### config.mk
export PLATFORM = sky130hd
export DESIGN_NAME = fetch_unit
export DESIGN_NICKNAME = d
export VERILOG_FILES = /design/src/rtl/riscv_pkg.sv /design/src/rtl/next_pc_calc.sv /design/src/rtl/fetch_unit.sv
export SDC_FILE = /design/constraint.sdc
export NUM_CORES = 1
export LEC_CHECK = 0
export ABC_AREA = 1
export ABC_CLOCK_PERIOD_IN_PS = 2700
export CAP_MARGIN = 5
export CORE_MARGIN = 2
export CORE_UTILIZATION = 49
export DETAILED_ROUTE_END_ITERATION = 10
export PLACE_DENSITY = 0.87
export SYNTH_ARGS = -nofsm -noshare
export SYNTH_HDL_FRONTEND = slang
export SYNTH_SLANG_ARGS = --single-unit
### constraint.sdc
create_clock -name clk -period 2.7 [get_ports clk]
set_input_delay 0.27 -clock clk [delete_from_list [all_inputs] [get_ports clk]]
set_output_delay 0.27 -clock clk [all_outputs]
set_load 0.005 [all_outputs]
### src/rtl/riscv_pkg.sv
// Shared RISC-V constants for the fetch slice: opcodes, reset PC, NOP encoding
// and the fetch FSM state encoding.
package riscv_pkg;

    localparam logic [31:0] RISCV_RESET_PC = 32'h0040_0000;
    localparam logic [31:0] RISCV_NOP      = 32'h0000_0013;

    localparam logic [6:0] OPC_LUI    = 7'b0110111;
    localparam logic [6:0] OPC_AUIPC  = 7'b0010111;
    localparam logic [6:0] OPC_JAL    = 7'b1101111;
    localparam logic [6:0] OPC_JALR   = 7'b1100111;
    localparam logic [6:0] OPC_BRANCH = 7'b1100011;
    localparam logic [6:0] OPC_LOAD   = 7'b0000011;
    localparam logic [6:0] OPC_STORE  = 7'b0100011;
    localparam logic [6:0] OPC_OP_IMM = 7'b0010011;
    localparam logic [6:0] OPC_OP     = 7'b0110011;

    typedef enum logic [1:0] {
        FETCH_REQ   = 2'd0,
        FETCH_WAIT  = 2'd1,
        FETCH_VALID = 2'd2,
        FETCH_HALT  = 2'd3
    } fetch_state_t;

endpackage

### src/rtl/next_pc_calc.sv
// Combinational next-PC selection: sequential PC+4 or a single redirect target.
// With FETCH_MISALIGN_TRAP_EN the raw target is kept and flagged when misaligned.
module next_pc_calc
    import riscv_pkg::*;
#(
    parameter int DATA_WIDTH = 32
) (
    input  logic [DATA_WIDTH-1:0] pc,
    input  logic [DATA_WIDTH-1:0] imm,
    input  logic [DATA_WIDTH-1:0] alu_result,
    input  logic                  branch,
    input  logic                  pc_update,
    input  logic                  pc_target_src,
`ifdef FETCH_MISALIGN_TRAP_EN
    output logic                  target_misaligned,
`endif
    output logic [DATA_WIDTH-1:0] pc_plus4,
    output logic [DATA_WIDTH-1:0] next_pc
);

    logic                  redirect;
    logic [DATA_WIDTH-1:0] target_raw;

    assign redirect   = branch | pc_update;
    assign pc_plus4   = pc + DATA_WIDTH'(4);
    // JALR target: LSB cleared before any alignment check
    assign target_raw = pc_target_src ? (alu_result & ~DATA_WIDTH'(1))
                                      : (pc + imm);

`ifdef FETCH_MISALIGN_TRAP_EN
    assign target_misaligned = redirect && (target_raw[1:0] != 2'b00);
    assign next_pc           = redirect ? target_raw : pc_plus4;
`else
    assign next_pc = redirect ? (target_raw & ~DATA_WIDTH'(3)) : pc_plus4;
`endif

endmodule

### src/rtl/fetch_unit.sv
// Instruction fetch unit: request/wait/hold handshake with instruction memory
// and PC update on retire. Optional trap on misaligned redirect: FETCH_MISALIGN_TRAP_EN.
//
// state       | meaning
// ------------+---------------------------------------------------------
// FETCH_REQ   | issue imem request at pc
// FETCH_WAIT  | request outstanding, address held until imem_ack
// FETCH_VALID | instruction held for execute, waits for instr_ready
// FETCH_HALT  | misaligned redirect trapped, left only by reset
module fetch_unit
    import riscv_pkg::*;
#(
    parameter int                    DATA_WIDTH = 32,
    parameter logic [DATA_WIDTH-1:0] RESET_PC   = DATA_WIDTH'(RISCV_RESET_PC)
) (
    input  logic                  clk,
    input  logic                  reset,
    output logic                  imem_req,
    output logic [DATA_WIDTH-1:0] imem_addr,
    input  logic                  imem_ack,
    input  logic [DATA_WIDTH-1:0] imem_rdata,
    output logic [DATA_WIDTH-1:0] instr,
    output logic                  instr_valid,
    input  logic                  instr_ready,
    input  logic                  branch,
    input  logic                  pc_update,
    input  logic                  pc_target_src,
    input  logic [DATA_WIDTH-1:0] imm,
    input  logic [DATA_WIDTH-1:0] alu_result,
`ifdef FETCH_MISALIGN_TRAP_EN
    output logic                  misaligned,
`endif
    output logic [DATA_WIDTH-1:0] pc,
    output logic [DATA_WIDTH-1:0] pc_plus4
);

    fetch_state_t          state, state_nxt;
    logic                  capture;
    logic                  retire;
    logic                  req_st;
    logic                  trap;
    logic [DATA_WIDTH-1:0] next_pc;

`ifdef FETCH_MISALIGN_TRAP_EN
    logic target_misaligned;
    logic misaligned_q;

    assign trap       = target_misaligned;
    assign misaligned = misaligned_q;
`else
    assign trap = 1'b0;
`endif

    next_pc_calc #(
        .DATA_WIDTH (DATA_WIDTH)
    ) u_next_pc_calc (
        .pc                (pc),
        .imm               (imm),
        .alu_result        (alu_result),
        .branch            (branch),
        .pc_update         (pc_update),
        .pc_target_src     (pc_target_src),
`ifdef FETCH_MISALIGN_TRAP_EN
        .target_misaligned (target_misaligned),
`endif
        .pc_plus4          (pc_plus4),
        .next_pc           (next_pc)
    );

    always_ff @(posedge clk or negedge reset) begin
        if (!reset) begin
            state <= FETCH_REQ;
            pc    <= RESET_PC;
            instr <= DATA_WIDTH'(RISCV_NOP);
        end else begin
            state <= state_nxt;
            if (capture) instr <= imem_rdata;
            if (retire)  pc    <= next_pc;
        end
    end

`ifdef FETCH_MISALIGN_TRAP_EN
    always_ff @(posedge clk or negedge reset) begin
        if (!reset)                misaligned_q <= 1'b0;
        else if (retire && trap)   misaligned_q <= 1'b1;
    end
`endif

    always_comb begin
        state_nxt   = state;
        capture     = 1'b0;
        retire      = 1'b0;
        req_st      = 1'b0;
        instr_valid = 1'b0;
        case (state)
            FETCH_REQ: begin
                req_st = 1'b1;
                if (imem_ack) begin
                    capture   = 1'b1;
                    state_nxt = FETCH_VALID;
                end else begin
                    state_nxt = FETCH_WAIT;
                end
            end
            FETCH_WAIT: begin
                req_st = 1'b1;
                if (imem_ack) begin
                    capture   = 1'b1;
                    state_nxt = FETCH_VALID;
                end
            end
            FETCH_VALID: begin
                instr_valid = 1'b1;
                if (instr_ready) begin
                    retire    = 1'b1;
                    state_nxt = trap ? FETCH_HALT : FETCH_REQ;
                end
            end
            FETCH_HALT: state_nxt = FETCH_HALT;
            default:    state_nxt = FETCH_REQ;
        endcase
    end

    // No request may escape while reset is held, even though state already reads REQ
    assign imem_req  = req_st & reset;
    assign imem_addr = pc;

endmodule

==> run summary <==
Grouping stages by cell kind, the critical path spends the most delay in buffers and inverters. For this run, the leading register cell type out of synthesis is sky130_fd_sc_hd__dfrtp_1. The net switching fraction of the power is 0.4406, and the portion of synthesized cell area occupied by the leading cell type is 0.2400.

The synthesized design contains 64 register bits. Counting both buffers and inverters, the worst setup path holds a total of 2. Counting tap cells, the placed design contains a total of 1322 instances.

The post-synth design cell area came out at 6255 µm². For the worst-skew pair, the clock arrives at the later sink with an insertion delay of 330 ps. On the worst path, the slowest cell contributes a delay of 600 ps. The launching element type of the critical path is a flip-flop. The die is 117.0 µm wide. The layout overhead on the synthesized area was 42.89%. The max-capacitance violation count is 0, and the final clock period utilization by the worst path is 1.006. Average detailed-routed wire length per instance: 16.02 µm. Setup repair after global routing could not meet its margin everywhere. Data arrives at the worst endpoint at 2450 ps.

For the relative contribution of sequential cells to total power, the log shows 0.213. The run gives 5 as the number of iterations in the first detailed-routing pass. The register area share after synthesis is 0.2569.

After detailed routing, the number of vias per cell comes to 5.194. The transition time at the pin with the least slew margin works out to 855.5 ps. The min-delay analysis places its worst path in the category primary input to async pin. Along the worst path, the maximum fanout reaches 5. In this run, CTS created clock tree buffers numbering 9. The share of layout cells above drive strength 1 was 0.1077; the cell count after synthesis was 969.

Timing would allow up to 368.2 MHz. The average cell area after synthesis is 6.455 µm². Type of the setup path with the least slack: flip-flop to output pin. The I/O pin count came out at 233.

Routability-driven placement finished with a final weighted congestion of 0.9567. The count of yosys warnings during synthesis came out at 0. The run gives 4.434 nW as the leakage power.

Cell internal power was estimated by the tool at 5.450 mW. The clock power share was 0.122; the total number of nets in the final design was 1307. Summed over all instances, the cell type with the most area after synthesis is sky130_fd_sc_hd__dfrtp_1.

The worst hold margin was 155.5 ps. The tools report the switching power as 4.292 mW. Type of element capturing the critical path: an output pin.

The clock tree buffer depth was 2; the number of I/O port buffers was 222. The y dimension of the die was 117.0 µm. Traced cell by cell, the critical path runs through nand2_1 -> inv_1 -> nand3_1 -> nor2_1 -> nand3_1 -> nor2_1 -> xor2_1 -> clkdlybuf4s50_1. The pin count of the biggest net entering global routing came out at 65. For the finished layout, the period the worst path requires is 2716 ps. The tools report the number of hold buffers added after CTS as 0. The tools report the via count of the first global-routing pass as 6554. For the total via count in the routed design, the log shows 7017. The run gives 0.4297 as the remaining max-slew budget at the tightest pin.

The post-layout worst setup margin is -15.98 ps, and the count of standard-cell rows is 41. The run gives 0 as the number of antenna violations at the first check in global routing. Clock tree synthesis selected as its root buffer the cell sky130_fd_sc_hd__clkbuf_16. The run gives 64 as the total clock sinks.

After synthesis, the most frequently instantiated cells are sky130_fd_sc_hd__nand2_1, sky130_fd_sc_hd__inv_1, sky130_fd_sc_hd__nor2_1, sky130_fd_sc_hd__dfrtp_1, sky130_fd_sc_hd__nand3_1. Yosys mapped the design onto 42 distinct sky130hd cell types. The total wirelength of the detailed-routed design came out at 21650 µm. VDD sags by at most 0.0007562 V. The combinational fraction of design power came out at 0.665. The cell with the largest stage delay on the worst path is sky130_fd_sc_hd__clkdlybuf4s50_1. After clock tree synthesis, the clock-pin slew on the worst setup and hold paths is 50 ps. The logs give 1351 for the number of non-filler instances in the completed layout and 5.721 ps for the final clock skew. TritonCTS built the clock tree. The logs give 0 for the hold violation count in the final report and 0 for the number of antenna diodes. sky130_fd_sc_hd__nand2_1 is the most common cell in the netlist.

For the remaining number of nets flagged by the antenna check after routing, the log shows 0. The tools report the final cell utilization of the core as 0.7140. The fraction of registers with async set/reset is 1.000.

The tools report the number of remaining DRC errors as 0. For the starting density of the core, the log shows 0.4997. In the post-synthesis netlist, the biggest area contributors are sky130_fd_sc_hd__dfrtp_1, sky130_fd_sc_hd__nand2_1, sky130_fd_sc_hd__inv_1. The checks that failed: setup timing.

Wire length of the first global-routing pass: 32790 µm. The final setup violation count was 1; the total power per unit cell area was 1090 nW/µm². The overall routing resource usage is 0.3103, and the placed wire-length estimate is 16470 µm.

STA puts the critical path data required time at 2430 ps. Number of H-tree branching levels: 3. The logs give 13680 µm² for the area enclosed by the die boundary and 671 for the DRC violation total after the first TritonRoute iteration. Count of flip-flops with a built-in enable after synthesis: 0. The core region is 12520 µm². For this run the aggregate overflow at the end of global routing stands at 0.

Number of pins with negative max-slew slack in the final report: 0. The run finished, with violations left.
[power by group through the flow]
| stage | combinational [mW] | sequential (mW) | clock [mW] |
|---|---|---|---|
| floorplan | 3.52 | 1.94 | 0 |
| global placement | 6.03 | 2.06 | 0 |
| detailed placement | 6.12 | 2.10 | 0 |
| CTS | 6.21 | 2.09 | 1.20 |
| global route | 7.15 | 2.13 | 1.24 |
| finish | 6.47 | 2.08 | 1.19 |
[sequential cells by signal, summed over array words and instances (netlist names)]
register / flops
imem_addr: 30
state: 2
instr: 32
[metal layers]
metal,up-vias,track usage,part of all wire
li1,3394,-,-
met1,3212,0.4037,0.40
met2,351,0.5137,0.47
met3,60,0.06076,0.084
met4,0,0.1145,0.040
met5,-,0,0
[through the flow]
step / area (µm²) / setup slack (ps) / total power, mW / TNS [ps]
floorplan: 6274 / 913.7 / 5.453 / 0
global placement: 8452 / 347.9 / 8.093 / 0
detailed placement: 8452 / 312.7 / 8.219 / 0
CTS: 8780 / 0.2132 / 9.499 / 0
global route: 8937 / -82.69 / 10.51 / -310.5
finish: 8937 / -15.98 / 9.741 / -15.98
[final timing paths]
| path | start | to | slack, ps | depth (start not counted) |
|---|---|---|---|---|
| max | imem_addr[9] | pc_plus4[24] | -20 | 8 |
| min reg2reg | instr[12] | instr[12] | 500 | 1 |
| min in group clk | instr[12] | instr[12] | 500 | 1 |
| min | reset | instr[5] | 160 | 2 |
| max reg2reg | imem_addr[3] | imem_addr[22] | 310 | 17 |
| max in group asynchronous | reset | imem_addr[9] | 1950 | 2 |
[worst reg2reg max path, cell delays in order, from the launching register on]
cell and delay [ps]:
sky130_fd_sc_hd__dfrtp_1 390, sky130_fd_sc_hd__buf_4 160, sky130_fd_sc_hd__buf_4 140, sky130_fd_sc_hd__ha_1 350
sky130_fd_sc_hd__nand2_1 100, sky130_fd_sc_hd__nand2_1 120, sky130_fd_sc_hd__nand2_1 80, sky130_fd_sc_hd__nand2_1 90
sky130_fd_sc_hd__nand2_1 90, sky130_fd_sc_hd__nand3_1 180, sky130_fd_sc_hd__nand2_1 140, sky130_fd_sc_hd__nand2_1 50
sky130_fd_sc_hd__nand2_1 50, sky130_fd_sc_hd__nand3_1 110, sky130_fd_sc_hd__nand2_1 120, sky130_fd_sc_hd__nand2_1 60
sky130_fd_sc_hd__nand2_1 50, sky130_fd_sc_hd__nand2_1 60
[cell families (layout without fill, tap and decap cells)]
| logic type | count (synthesis) | after routing | share of synthesized area |
|---|---|---|---|
| flip-flops | 64 | 64 | 0.2569 |
| adder cells (fa/ha/maj) | 30 | 30 | 0.06001 |
| buffers and inverters | 200 | 405 | 0.1442 |
| XOR/XNOR | 40 | 40 | 0.05721 |
| AND/OR/NAND/NOR | 500 | 500 | 0.3299 |
| other | 1 | 6 | 0.0005995 |
| multiplexers | 32 | 32 | 0.05761 |
| AO/OA/AOI/OAI | 102 | 102 | 0.09362 |
[cells in the final DEF, fill, tap and decap left out, types with 5 or more instances in the layout]
cell,count
sky130_fd_sc_hd__a21boi_0,8
sky130_fd_sc_hd__a21boi_1,5
sky130_fd_sc_hd__a21oi_1,47
sky130_fd_sc_hd__buf_4,21
sky130_fd_sc_hd__clkbuf_16,9
sky130_fd_sc_hd__clkdlybuf4s50_1,220
sky130_fd_sc_hd__conb_1,6
sky130_fd_sc_hd__dfrtp_1,44
sky130_fd_sc_hd__dfrtp_2,16
sky130_fd_sc_hd__ha_1,29
sky130_fd_sc_hd__inv_1,142
sky130_fd_sc_hd__mux2_2,32
sky130_fd_sc_hd__nand2_1,288
sky130_fd_sc_hd__nand3_1,52
sky130_fd_sc_hd__nand4_1,5
sky130_fd_sc_hd__nor2_1,121
sky130_fd_sc_hd__nor2_2,5
sky130_fd_sc_hd__nor3_2,5
sky130_fd_sc_hd__o21ai_0,24
sky130_fd_sc_hd__or2_2,5
sky130_fd_sc_hd__xor2_1,35
[timing repair]
action	4_1_cts	5_1_grt
pin swaps	1	2
gates resized for setup	5	25
endpoints found under the setup margin	7	18
setup buffers	2	11
[layout make-up]
| class | count | area [µm²] |
|---|---|---|
| multi-input cells | 710 | 3831 |
| fillers | 1055 | 3580 |
| repair buffers | 245 | 2417 |
| flip-flops and latches | 64 | 1627 |
| inverters | 144 | 540.5 |
| clock buffers | 10 | 239.0 |
| well taps | 172 | 215.2 |
| clock inverters | 6 | 67.56 |
Note: power is estimated with default switching activity, not from simulation.
